===== src/rtl/pong_pkg.sv =====
`default_nettype none
// ============================================================================
// Module      : pong_pkg
// Description : Shared definitions for the pong frame decoder: frame byte
//               layout, protocol constants, FSM state and error-cause enums,
//               and a coordinate range helper.
// Revision    : 1.0 - initial release
// ============================================================================
package pong_pkg;

  // Frame geometry and byte positions
  localparam int FRAME_BYTES    = 10;
  localparam int IDX_SYNC       = 0;
  localparam int IDX_SEQ        = 1;
  localparam int IDX_PADDLE_L   = 2;
  localparam int IDX_PADDLE_R   = 3;
  localparam int IDX_BALL_X_HI  = 4;
  localparam int IDX_BALL_X_LO  = 5;
  localparam int IDX_BALL_Y_HI  = 6;
  localparam int IDX_BALL_Y_LO  = 7;
  localparam int IDX_SCORE      = 8;
  localparam int IDX_CSUM       = 9;

  // Protocol constants
  localparam logic [7:0] SYNC_BYTE = 8'hA5;
  localparam logic [9:0] X_MAX     = 10'd639;
  localparam logic [9:0] Y_MAX     = 10'd479;

  typedef enum logic [1:0] {
    ST_IDLE     = 2'd0,
    ST_CHECK    = 2'd1,
    ST_VALIDATE = 2'd2
  } pong_state_e;

  typedef enum logic [2:0] {
    ERR_NONE  = 3'd0,
    ERR_SYNC  = 3'd1,
    ERR_CSUM  = 3'd2,
    ERR_RANGE = 3'd3,
    ERR_SEQ   = 3'd4
  } pong_err_e;

  // A big-endian coordinate is out of range if any bit above the 10-bit
  // field is set, or if the 10-bit value exceeds the limit.
  function automatic logic coord_out_of_range(input logic [7:0] hi,
                                              input logic [7:0] lo,
                                              input logic [9:0] max_v);
    return (hi[7:2] != 6'd0) || ({hi[1:0], lo} > max_v);
  endfunction

endpackage : pong_pkg
`default_nettype wire


===== src/rtl/pong_frame_decoder_if.sv =====
`default_nettype none
// ============================================================================
// Module      : pong_frame_decoder_if
// Description : Frame hand-off between the SPI receive stage (master) and
//               the frame decoder (slave).
//   data       : FRAME_BYTES x 8-bit frame bytes, byte 0 first
//   data_ready : level, high while data holds a complete frame
// Revision    : 1.0 - initial release
// ============================================================================
interface pong_frame_decoder_if;
  import pong_pkg::*;

  logic [7:0] data [0:FRAME_BYTES-1];
  logic       data_ready;

  modport master (output data, output data_ready);
  modport slave  (input  data, input  data_ready);

endinterface : pong_frame_decoder_if
`default_nettype wire


===== src/rtl/pong_sat_counter.sv =====
`default_nettype none
// ============================================================================
// Module      : pong_sat_counter
// Description : 8-bit event counter that sticks at 255 instead of wrapping.
//   clk_i   in  1  clock
//   clr_n_i in  1  asynchronous active-low clear
//   en_i    in  1  count enable (one increment per enabled cycle)
//   count_o out 8  current count
// Revision    : 1.0 - initial release
// ============================================================================
module pong_sat_counter (
  input  wire logic       clk_i,
  input  wire logic       clr_n_i,
  input  wire logic       en_i,
  output logic [7:0]      count_o
);

  localparam logic [7:0] c_COUNT_MAX = 8'hFF;

  logic [7:0] r_count;

  always_ff @(posedge clk_i or negedge clr_n_i) begin
    if (!clr_n_i) begin
      r_count <= 8'd0;
    end else if (en_i && (r_count != c_COUNT_MAX)) begin
      r_count <= r_count + 8'd1;
    end
  end

  assign count_o = r_count;

endmodule : pong_sat_counter
`default_nettype wire


===== src/rtl/pong_frame_decoder.sv =====
`default_nettype none
// ============================================================================
// Module      : pong_frame_decoder
// Description : Snapshots each new 10-byte frame from the SPI stage, walks
//               the XOR checksum over it one byte per cycle, checks sync and
//               coordinate ranges, then commits the game state or drops the
//               frame. Last good state is held indefinitely.
//               Fixed latency: 12 cycles from the sampled data_ready rise to
//               the frame_valid_o / frame_error_o pulse.
// Build option: PONG_SEQ_CHECK_EN - adds sequence-continuity checking and
//               the err_seq_o counter port.
// Ports:
//   sys_clk_i      in   1   system clock
//   rst_n_i        in   1   asynchronous active-low reset
//   frame_if       slave    frame bytes + data_ready level
//   paddle_l_o/r_o out  8   paddle y positions
//   ball_x_o/y_o   out  10  ball position
//   score_l_o/r_o  out  4   scores
//   frame_valid_o  out  1   one-cycle pulse, outputs just updated
//   frame_error_o  out  1   one-cycle pulse, frame dropped
//   err_*_o        out  8   saturating error counters
// Revision    : 1.0 - initial release
// ============================================================================
module pong_frame_decoder
  import pong_pkg::*;
(
  input  wire logic           sys_clk_i,
  input  wire logic           rst_n_i,
  pong_frame_decoder_if.slave frame_if,
  output logic [7:0]          paddle_l_o,
  output logic [7:0]          paddle_r_o,
  output logic [9:0]          ball_x_o,
  output logic [9:0]          ball_y_o,
  output logic [3:0]          score_l_o,
  output logic [3:0]          score_r_o,
  output logic                frame_valid_o,
  output logic                frame_error_o,
  output logic [7:0]          err_sync_o,
  output logic [7:0]          err_csum_o,
  output logic [7:0]          err_range_o,
  output logic [7:0]          err_ovr_o
`ifdef PONG_SEQ_CHECK_EN
  ,
  output logic [7:0]          err_seq_o
`endif
);

  localparam logic [3:0] c_LAST_IDX = 4'(FRAME_BYTES - 1);

  pong_state_e r_state;
  pong_state_e w_state_nxt;

  logic [7:0] r_buf [0:FRAME_BYTES-1];
  logic [7:0] r_acc;
  logic [3:0] r_idx;
  logic       r_ready_d;

  logic       w_rise;
  logic       w_load;
  logic       w_acc_en;
  logic       w_commit;
  logic       w_drop;
  logic       w_ovr;
  logic       w_sync_bad;
  logic       w_csum_bad;
  logic       w_range_bad;
  logic       w_seq_bad;
  pong_err_e  w_cause;

  // --------------------------------------------------------------------------
  // Edge detect on the data_ready level
  // --------------------------------------------------------------------------
  assign w_rise = frame_if.data_ready & ~r_ready_d;

  always_ff @(posedge sys_clk_i or negedge rst_n_i) begin
    if (!rst_n_i) begin
      r_ready_d <= 1'b0;
    end else begin
      r_ready_d <= frame_if.data_ready;
    end
  end

  // --------------------------------------------------------------------------
  // Frame checks, evaluated from the snapshot while in VALIDATE
  // --------------------------------------------------------------------------
  assign w_sync_bad  = (r_buf[IDX_SYNC] != SYNC_BYTE);
  // The accumulator includes the checksum byte, so a good frame folds to 0.
  assign w_csum_bad  = (r_acc != 8'd0);
  assign w_range_bad = coord_out_of_range(r_buf[IDX_BALL_X_HI], r_buf[IDX_BALL_X_LO], X_MAX) ||
                       coord_out_of_range(r_buf[IDX_BALL_Y_HI], r_buf[IDX_BALL_Y_LO], Y_MAX);

`ifdef PONG_SEQ_CHECK_EN
  logic [7:0] r_last_seq;
  logic       r_seq_seen;

  // The first commit after reset establishes the sequence baseline.
  always_ff @(posedge sys_clk_i or negedge rst_n_i) begin
    if (!rst_n_i) begin
      r_last_seq <= 8'd0;
      r_seq_seen <= 1'b0;
    end else if (w_commit) begin
      r_last_seq <= r_buf[IDX_SEQ];
      r_seq_seen <= 1'b1;
    end
  end

  assign w_seq_bad = r_seq_seen && (r_buf[IDX_SEQ] != (r_last_seq + 8'd1));
`else
  assign w_seq_bad = 1'b0;
`endif

  // Exactly one cause is reported per dropped frame, highest priority first.
  always_comb begin
    w_cause = ERR_NONE;
    if (w_sync_bad) begin
      w_cause = ERR_SYNC;
    end else if (w_csum_bad) begin
      w_cause = ERR_CSUM;
    end else if (w_range_bad) begin
      w_cause = ERR_RANGE;
    end else if (w_seq_bad) begin
      w_cause = ERR_SEQ;
    end
  end

  // --------------------------------------------------------------------------
  // FSM
  // --------------------------------------------------------------------------
  always_ff @(posedge sys_clk_i or negedge rst_n_i) begin
    if (!rst_n_i) begin
      r_state <= ST_IDLE;
    end else begin
      r_state <= w_state_nxt;
    end
  end

  always_comb begin
    w_state_nxt = r_state;
    w_load      = 1'b0;
    w_acc_en    = 1'b0;
    w_commit    = 1'b0;
    w_drop      = 1'b0;
    w_ovr       = 1'b0;
    case (r_state)
      ST_IDLE: begin
        if (w_rise) begin
          w_load      = 1'b1;
          w_state_nxt = ST_CHECK;
        end
      end
      ST_CHECK: begin
        // A new frame while busy is counted but never disturbs this one.
        w_ovr    = w_rise;
        w_acc_en = 1'b1;
        if (r_idx == c_LAST_IDX) begin
          w_state_nxt = ST_VALIDATE;
        end
      end
      ST_VALIDATE: begin
        w_ovr       = w_rise;
        w_state_nxt = ST_IDLE;
        if (w_cause == ERR_NONE) begin
          w_commit = 1'b1;
        end else begin
          w_drop = 1'b1;
        end
      end
      default: begin
        w_state_nxt = ST_IDLE;
      end
    endcase
  end

  // --------------------------------------------------------------------------
  // Snapshot buffer and checksum accumulator
  // --------------------------------------------------------------------------
  always_ff @(posedge sys_clk_i or negedge rst_n_i) begin
    if (!rst_n_i) begin
      for (int i = 0; i < FRAME_BYTES; i++) begin
        r_buf[i] <= 8'd0;
      end
      r_acc <= 8'd0;
      r_idx <= 4'd0;
    end else if (w_load) begin
      for (int i = 0; i < FRAME_BYTES; i++) begin
        r_buf[i] <= frame_if.data[i];
      end
      r_acc <= 8'd0;
      r_idx <= 4'd0;
    end else if (w_acc_en) begin
      r_acc <= r_acc ^ r_buf[r_idx];
      r_idx <= r_idx + 4'd1;
    end
  end

  // --------------------------------------------------------------------------
  // Committed game state and status pulses
  // --------------------------------------------------------------------------
  always_ff @(posedge sys_clk_i or negedge rst_n_i) begin
    if (!rst_n_i) begin
      paddle_l_o    <= 8'd0;
      paddle_r_o    <= 8'd0;
      ball_x_o      <= 10'd0;
      ball_y_o      <= 10'd0;
      score_l_o     <= 4'd0;
      score_r_o     <= 4'd0;
      frame_valid_o <= 1'b0;
      frame_error_o <= 1'b0;
    end else begin
      frame_valid_o <= w_commit;
      frame_error_o <= w_drop;
      if (w_commit) begin
        paddle_l_o <= r_buf[IDX_PADDLE_L];
        paddle_r_o <= r_buf[IDX_PADDLE_R];
        ball_x_o   <= {r_buf[IDX_BALL_X_HI][1:0], r_buf[IDX_BALL_X_LO]};
        ball_y_o   <= {r_buf[IDX_BALL_Y_HI][1:0], r_buf[IDX_BALL_Y_LO]};
        score_l_o  <= r_buf[IDX_SCORE][7:4];
        score_r_o  <= r_buf[IDX_SCORE][3:0];
      end
    end
  end

  // --------------------------------------------------------------------------
  // Error counters
  // --------------------------------------------------------------------------
  pong_sat_counter u_cnt_sync (
    .clk_i   (sys_clk_i),
    .clr_n_i (rst_n_i),
    .en_i    (w_drop && (w_cause == ERR_SYNC)),
    .count_o (err_sync_o)
  );

  pong_sat_counter u_cnt_csum (
    .clk_i   (sys_clk_i),
    .clr_n_i (rst_n_i),
    .en_i    (w_drop && (w_cause == ERR_CSUM)),
    .count_o (err_csum_o)
  );

  pong_sat_counter u_cnt_range (
    .clk_i   (sys_clk_i),
    .clr_n_i (rst_n_i),
    .en_i    (w_drop && (w_cause == ERR_RANGE)),
    .count_o (err_range_o)
  );

  pong_sat_counter u_cnt_ovr (
    .clk_i   (sys_clk_i),
    .clr_n_i (rst_n_i),
    .en_i    (w_ovr),
    .count_o (err_ovr_o)
  );

`ifdef PONG_SEQ_CHECK_EN
  pong_sat_counter u_cnt_seq (
    .clk_i   (sys_clk_i),
    .clr_n_i (rst_n_i),
    .en_i    (w_drop && (w_cause == ERR_SEQ)),
    .count_o (err_seq_o)
  );
`endif

endmodule : pong_frame_decoder
`default_nettype wire


===== src/flat_wrapper.sv =====
// flat-port wrapper written by rule: the top's interface ports become plain ports
module pong_frame_decoder_flat import pong_pkg::*;
  (sys_clk_i, rst_n_i, paddle_l_o, paddle_r_o, ball_x_o, ball_y_o, score_l_o, score_r_o, frame_valid_o, frame_error_o, err_sync_o, err_csum_o, err_range_o, err_ovr_o, frame_if_data, frame_if_data_ready);
  pong_frame_decoder_if frame_if_i ();
  input  wire logic sys_clk_i;
  input  wire logic rst_n_i;
  output logic [7:0] paddle_l_o;
  output logic [7:0] paddle_r_o;
  output logic [9:0] ball_x_o;
  output logic [9:0] ball_y_o;
  output logic [3:0] score_l_o;
  output logic [3:0] score_r_o;
  output logic frame_valid_o;
  output logic frame_error_o;
  output logic [7:0] err_sync_o;
  output logic [7:0] err_csum_o;
  output logic [7:0] err_range_o;
  output logic [7:0] err_ovr_o;
  input wire logic [$bits(frame_if_i.data)-1:0] frame_if_data;
  input wire logic [$bits(frame_if_i.data_ready)-1:0] frame_if_data_ready;
  assign frame_if_i.data = {>>{frame_if_data}};
  assign frame_if_i.data_ready = frame_if_data_ready;
  pong_frame_decoder u_core (.sys_clk_i(sys_clk_i), .rst_n_i(rst_n_i), .frame_if(frame_if_i), .paddle_l_o(paddle_l_o), .paddle_r_o(paddle_r_o), .ball_x_o(ball_x_o), .ball_y_o(ball_y_o), .score_l_o(score_l_o), .score_r_o(score_r_o), .frame_valid_o(frame_valid_o), .frame_error_o(frame_error_o), .err_sync_o(err_sync_o), .err_csum_o(err_csum_o), .err_range_o(err_range_o), .err_ovr_o(err_ovr_o));
endmodule

===== config.mk =====
export PLATFORM = sky130hd
export DESIGN_NAME = pong_frame_decoder_flat
export DESIGN_NICKNAME = d
export VERILOG_FILES = /design/src/rtl/pong_pkg.sv /design/src/rtl/pong_frame_decoder_if.sv /design/src/rtl/pong_sat_counter.sv /design/src/rtl/pong_frame_decoder.sv /design/src/flat_wrapper.sv
export SDC_FILE = /design/constraint.sdc
export NUM_CORES = 1
export LEC_CHECK = 0
export ABC_AREA = 1
export BUFFER_PORTS_ARGS = -buffer_cell sky130_fd_sc_hd__buf_4
export CAP_MARGIN = 40
export CELL_PAD_IN_SITES_DETAIL_PLACEMENT = 2
export CELL_PAD_IN_SITES_GLOBAL_PLACEMENT = 2
export CORE_UTILIZATION = 32
export CTS_CLUSTER_DIAMETER = 120
export CTS_CLUSTER_SIZE = 14
export DETAILED_ROUTE_END_ITERATION = 10
export GPL_ROUTABILITY_DRIVEN = 0
export GPL_TIMING_DRIVEN = 0
export HOLD_SLACK_MARGIN = 0.12
export PLACE_DENSITY_LB_ADDON = 0.1
export SLEW_MARGIN = 10
export SYNTH_ARGS = -nofsm -noshare
export SYNTH_HDL_FRONTEND = slang
export SYNTH_HIERARCHICAL = 1
export SYNTH_SLANG_ARGS = --single-unit

===== constraint.sdc =====
create_clock -name sys_clk_i -period 2.5 [get_ports sys_clk_i]
set_clock_uncertainty 0.1 [all_clocks]
set_input_delay 0.5 -clock sys_clk_i [delete_from_list [all_inputs] [get_ports sys_clk_i]]
set_output_delay 0.5 -clock sys_clk_i [all_outputs]
set_load 0.01 [all_outputs]

# ---- Word-level counts from Yosys, hierarchy flattened
# Cells that the tools add are included.
dict set report word_totals {
  rom_bits 0
  ram_bits 0
  register_bits 173
  elab_cells 90
  output_inout_bits 78
  memories 0
  input_bits 83
  latchBits 0
}
dict set report classes {
  reduce_logical 18
  order_cmp 3
  bitwise_logic 4
  div 0
  n_mux 21
  shifts 0
  add_sub_neg 5
  n_mul 0
  eq_ne 13
}
# op n
set ops {}
lappend ops {{inequality test 8 bit, second input constant} 5}
lappend ops {{adder 8 x 1 -> 8 bit, second input constant} 4}
lappend ops {{binary-select mux 8 bit (select 4 bit)} 1}
lappend ops {{two-way mux 8 bit} 4}
lappend ops {{nonzero test 6 bit} 2}
lappend ops {{> comparator 10 bit, second input constant} 1}
lappend ops {{> comparator 10 x 9 -> 1 bit, second input constant} 1}
lappend ops {{two-way mux 1 bit} 8}
lappend ops {{two-way mux 4 bit} 2}
lappend ops {{nonzero test 8 bit} 1}
lappend ops {{XOR 8 bit} 1}
lappend ops {{logical AND 1 bit} 7}
lappend ops {{equality test 3 x 2 -> 1 bit, second input constant} 2}
lappend ops {{two-way mux 2 bit} 3}
lappend ops {{two-way mux 3 bit} 2}
lappend ops {{greater-or-equal comparator 5 bit, second input constant} 1}
lappend ops {{inverter 4 -> 5 bit} 1}
lappend ops {{adder 4 x 1 -> 4 bit, second input constant} 1}
lappend ops {{equality test 4 bit, second input constant} 1}
lappend ops {{inequality test 2 x 1 -> 1 bit, second input constant} 2}
lappend ops {{case mux 2 bit (2 select lines)} 1}
lappend ops {{equality test 3 x 1 -> 1 bit, second input constant} 1}
lappend ops {{zero test 3 bit} 1}
lappend ops {{logical OR 1 bit} 3}
lappend ops {{other kinds (8)} 8}

# ---- Logic depth before layout (Yosys ltp)
dict set report logic_depth {
  ltp_word 11
  depth_mapped 13
}

# ---- Cells and area by module
# Netlist, hierarchy kept.
# mod seq_area_each_um2 area_each_um2 cells_each n_inst
set by_module_without_submodules {}
lappend by_module_without_submodules {pong_frame_decoder 3528.4 6297.3 766 1}
lappend by_module_without_submodules {pong_sat_counter 200.2 483.0 63 4}

# ---- Worst setup path after synthesis
# Ideal clock, no wire load.
dict set report synth_path {
  path_kind {register to register}
  start {reg u_core/r_buf[73] (netlist name)}
  end {reg u_core.u_cnt_range.r_count[7], in the netlist u_core/u_cnt_range/count_o[7]}
  required_ns 2.281
  synth_period_minus_slack_ns 2.000
  path_stages_with_launch 13
  t_arrival_ns 1.782
  setup_ns 0.119
  setup_slack_ns 0.500
  cell_sequence {dfrtp_1 inv_2 nand2_1 nor3_2 nand2_1 inv_2 nand2_1 nor3_1 nand2_1 nor2_2 nand3_1 nand2_1 nand2_1}
}
dict set report synth_between {
  elab_chain_cells 7
  word_cells_on_any_way 8
  cone_classes {eq/ne (2); mux (3); reduce/logical (3)}
}
# item line_no
set synth_rtl {}
lappend synth_rtl {{start: declaration} pong_frame_decoder.sv:53} ;# logic [7:0] r_buf [0:FRAME_BYTES-1];
lappend synth_rtl {{start signal: indexed assignment} pong_frame_decoder.sv:186} ;# r_buf[i] <= frame_if.data[i];
lappend synth_rtl {{inequality test 8 bit (*)} pong_frame_decoder.sv:86} ;# assign w_sync_bad = (r_buf[IDX_SYNC] != SYNC_BYTE);
lappend synth_rtl {{two-way mux 3 bit (*)} pong_frame_decoder.sv:115} ;# if (w_sync_bad) begin
lappend synth_rtl {{zero test 3 bit} pong_frame_decoder.sv:162} ;# if (w_cause == ERR_NONE) begin
lappend synth_rtl {{two-way mux 1 bit} pong_frame_decoder.sv:162}
lappend synth_rtl {{two-way mux 1 bit} pong_frame_decoder.sv:144} ;# case (r_state)
lappend synth_rtl {{logical AND 1 bit (*)} pong_frame_decoder.sv:243} ;# .en_i (w_drop && (w_cause == ERR_RANGE)),
lappend synth_rtl {{logical AND 1 bit (*)} pong_sat_counter.sv:25} ;# end else if (en_i && (r_count != c_COUNT_MAX)) begin
lappend synth_rtl {{end signal: assignment} pong_sat_counter.sv:26} ;# r_count <= r_count + 8'd1;
lappend synth_rtl {{end: declaration} pong_sat_counter.sv:20} ;# logic [7:0] r_count;
# Every way passes the cells marked *; elsewhere a longest branch is shown, timed or not.
# A chain may end at the register's enable or synchronous reset.

# ---- Worst setup path in the final report
dict set report layout_path {
  start {reg u_core/r_buf[45] (netlist name)}
  end {reg u_core.ball_x_o[9]}
}
dict set report layout_between {
  elab_chain_cells 9
}
# item line_no
set layout_rtl {}
lappend layout_rtl {{nonzero test 6 bit} pong_pkg.sv:48} ;# return (hi[7:2] != 6'd0) || ({hi[1:0], lo} > max_v);
lappend layout_rtl {{logical OR 1 bit} pong_pkg.sv:48}
lappend layout_rtl {{logical OR 1 bit} pong_frame_decoder.sv:89} ;# assign w_range_bad = coord_out_of_range(r_buf[IDX_BALL_X_HI], r_buf[IDX_BALL_X_LO], X_MAX) ||
lappend layout_rtl {{two-way mux 2 bit} pong_frame_decoder.sv:119} ;# end else if (w_range_bad) begin
lappend layout_rtl {{two-way mux 3 bit} pong_frame_decoder.sv:117} ;# end else if (w_csum_bad) begin
lappend layout_rtl {{two-way mux 3 bit} pong_frame_decoder.sv:115}
lappend layout_rtl {{zero test 3 bit} pong_frame_decoder.sv:162}
lappend layout_rtl {{two-way mux 1 bit} pong_frame_decoder.sv:162}
lappend layout_rtl {{two-way mux 1 bit} pong_frame_decoder.sv:144}
lappend layout_rtl {{end signal: assignment} pong_frame_decoder.sv:215} ;# ball_x_o <= {r_buf[IDX_BALL_X_HI][1:0], r_buf[IDX_BALL_X_LO]};
lappend layout_rtl {{end: declaration} pong_frame_decoder.sv:32} ;# output logic [9:0] ball_x_o,
# No other way between the ends.

==> results.json <==
{
  "outcome": "finished, final reports clean",
  "timing.critical_path.cells": "inv_1, nand4_1, nor2_1, nand3_1, nor2_1, nand2_2, clkbuf_1, nand2_1, o21ai_1",
  "io-pin-count": 161,
  "critical_path.most_common_cell": "nor2_1",
  "synth.ff_latch_count": 173,
  "grt_max_degree": 63,
  "grt_util_all_layers_pct": 21.6,
  "placed_instance_area_um2": 9910,
  "setup.worst_path.class": "register to register",
  "post-layout-total-power_w": 0.0104,
  "detailedRoute.firstPassIterationCount": 4,
  "die_footprint_um2": 26400,
  "fraction_of_final_layout_cells_with_drive_strength_greater_than_1_pct": 21.5,
  "synth.distinct_cells": 31,
  "setup_viol": 0,
  "cp_slowest_stage_delay_ns": 0.42,
  "htree_levels": 4,
  "starting_density_of_the_core_pct": 32.7,
  "hpwl_after_detailed_placement_um": 20300,
  "post_synth.cell_area_avg_um2": 8.08,
  "first_global_vias": 7960,
  "synthesis.instances": 1018,
  "holdPathEnd": "u_core/r_buf[2]",
  "synth_seq_area_share_pct": 52.6,
  "final_core_utilization_pct": 41.7,
  "worst_slew_pin_slew_ns": 0.613,
  "timing.final.crit_share_pct": 90.1,
  "syn_to_final_growth_pct": 27.7,
  "cts_made_buffers": 17,
  "wire_per_inst_um": 17.5,
  "worstReg2RegEnd": "u_core/ball_x_o[9]",
  "route.antenna.remaining_nets": 0,
  "max_clock_freq_mhz": 444,
  "rr_worst_depth": 9,
  "drc_violation_count_after_routing": 0,
  "final_area_um2": 10500,
  "power_density_nw_per_um2": 986,
  "worst_path_max_delay_cell": "nor2_1",
  "critPathMaxFanout": 10,
  "floorplan.die.width_um": 162,
  "timing.hold.worst_path_depth": 3,
  "chipHeight_um": 162,
  "totalNegativeSetupSlack_ns": 0,
  "end_kind": "register",
  "slew_viol_final": 0,
  "max-vdd-ir-drop_mv": 0.366,
  "ff2ff_setup_slack_ns": 0.25,
  "wire_length_of_the_first_global_routing_pass_um": 43600,
  "timing.final.hold_violations": 0,
  "cts_root_buf": "clkbuf_16",
  "dr.first_iter.drc_count": 337,
  "num-fill-cells": 2928,
  "cts.clk_slew.worst_paths_ns": 0.08,
  "drt_wl_total_um": 27000,
  "hold_start": "frame_if_data[2]",
  "floorplan.core_area_um2": 25200,
  "max-cap-violations": 0,
  "post_synthesis_net_count": 1110,
  "vias_per_cell": 4.78,
  "unrepaired_setup_endpoints_after_global_routing": "false",
  "antennaDiodeCount": 0,
  "placement.io_buffers": 160,
  "num-nets-final": 1292,
  "global_route.overflow_total": 0,
  "cts_setup_buffers": 0,
  "cts_tree": "done",
  "period_needed_ns": 2.25,
  "number_of_rows_created_at_floorplan": 58,
  "maxSlewHeadroom_pct": 59.0,
  "critPathRequiredTime_ns": 2.71,
  "ctsLongestPathBuffers": 2,
  "worst_hold_path_type": "input pin to register",
  "worstReg2RegStart": "u_core/r_buf[45]",
  "timing.critical_path.from_type": "register",
  "fin_worst_hold_slack_ns": 0.155,
  "tritoncts_num_sinks": 173,
  "antenna_found_initial": 0,
  "via_count": 7378,
  "synthesis.area_um2": 8230,
  "arrival_ns": 2.46,
  "power.leakage_nw": 5.27,
  "insertion_delay_ns": 0.44,
  "synthesis.yosys.warnings": 6
}
==> what timing repair did <==
item / in CTS / in global routing
hold buffers: 2 / 0
resized for setup: 0 / 1
hold endpoints to repair: 56 / 0
endpoints found under the setup margin: 0 / 10
==> cells by family (layout without fill, tap and decap cells) <==
logic type | Yosys count | in the layout | share of synthesized area [%]
buf+inv | 154 | 349 | 7.86
simple gates | 526 | 526 | 28.1
xor+xnor | 8 | 8 | 0.851
fa+ha+maj | 9 | 9 | 1.37
flops | 173 | 173 | 52.6
compound gates | 148 | 148 | 9.20
==> final cells by class <==
class | count | area [um2] | area share (%)
Inverter | 112 | 430 | 4.10
Clock inverter | 14 | 141 | 1.35
Timing Repair Buffer | 164 | 1280 | 12.2
Buffer | 41 | 213 | 2.02
Multi-Input combinational cell | 691 | 3260 | 31.0
Tap cell | 330 | 413 | 3.93
Sequential cell | 173 | 4330 | 41.2
Clock buffer | 18 | 439 | 4.18
==> critical path, delay by kind of cell (launching register included) <==
family	cells	cell delay, ns
buffers and inverters	2	0.44
DFF	1	0.39
AOI/OAI and AO/OA	1	0.07
and+or+nand+nor	6	1.12
==> where the power goes <==
part	total [W]	internal (W)	switching, W
sequential	0.00402	0.00359	0.000434
clock	0.00265	0.00136	0.00130
combinational	0.00369	0.00116	0.00253
==> state kept, by name, summed over array words and instances (netlist names), 4 cells and up <==
| signal | flops |
|---|---|
| u_core/u_cnt_sync/count_o | 8 |
| u_core/u_cnt_csum/count_o | 8 |
| u_core/ball_x_o | 10 |
| u_core/paddle_l_o | 8 |
| u_core/u_cnt_ovr/count_o | 8 |
| u_core/r_idx | 4 |
| u_core/score_l_o | 4 |
| u_core/u_cnt_range/count_o | 8 |
| u_core/r_buf | 80 |
| u_core/paddle_r_o | 8 |
| u_core/r_acc | 8 |
| u_core/ball_y_o | 10 |
| u_core/score_r_o | 4 |
==> cells in the final DEF (no fill, tap or decap), types with 8 or more instances in the layout <==
cell	netlist	layout
nor2_4	8	8
nand3_1	81	81
nand2_1	358	358
o21ai_0	89	89
inv_1	103	103
a21oi_1	14	14
clkbuf_16	0	17
nor2_1	44	44
ha_1	9	9
buf_4	1	160
buf_2	20	20
dfrtp_1	173	173
clkbuf_1	17	16
o21ai_1	40	40
==> layer usage <==
layer | GRT usage [%] | routed length (um) | up-vias
li1 | - | - | 3558
met1 | 28.8 | 12600 | 3653
met2 | 36.7 | 13100 | 146
met3 | 2.95 | 972 | 21
met4 | 5.32 | 297 | 0
met5 | 0 | 0 | -
==> stage by stage <==
| step | std cells | setup WS [ns] |
|---|---|---|
| after detailed placement | 1510 | 0.0744 |
| final | 1543 | 0.248 |
| after floorplan | 1018 | 0.500 |
| after global routing | 1543 | 0.0997 |
| after global placement | 1508 | -0.368 |
| after CTS | 1544 | 0.000594 |
==> worst max-delay path by stage <==
| stage | startpoint | slack (ns) | end | cells after the start |
|---|---|---|---|---|
| 3_5_place_dp | u_core/r_acc[1] | 0.07 | u_core/u_cnt_range/count_o[3] | 9 |
| 5_1_grt | u_core/r_acc[0] | 0.1 | u_core/u_cnt_range/count_o[3] | 9 |
| 6_report | u_core/r_buf[45] | 0.25 | u_core/ball_x_o[9] | 9 |
| 2_1_floorplan | u_core/r_buf[73] | 0.50 | u_core/u_cnt_range/count_o[7] | 12 |
| 3_3_place_gp | rst_n_i | -0.37 | u_core/u_cnt_ovr/count_o[5] | 1 |
| 4_1_cts | frame_if_data_ready | 0.0006 | u_core/r_buf[46] | 8 |
==> Yosys cell counts, drive strengths merged <==
cell / number / area, um2
a21oi: 14 / 70.1
a22o: 1 / 8.76
a31oi: 1 / 6.26
buf: 25 / 153
clkbuf: 17 / 63.8
clkinv: 1 / 3.75
dfrtp: 173 / 4330
ha: 9 / 113
inv: 111 / 427
nand2: 371 / 1500
nand3: 81 / 405
nand4: 3 / 18.8
nor2: 57 / 287
nor3: 9 / 60.1
nor3b: 5 / 42.5
o21ai: 132 / 672
xnor2: 4 / 35.0
xor2: 4 / 35.0
Power figures use the tool's default switching activity.
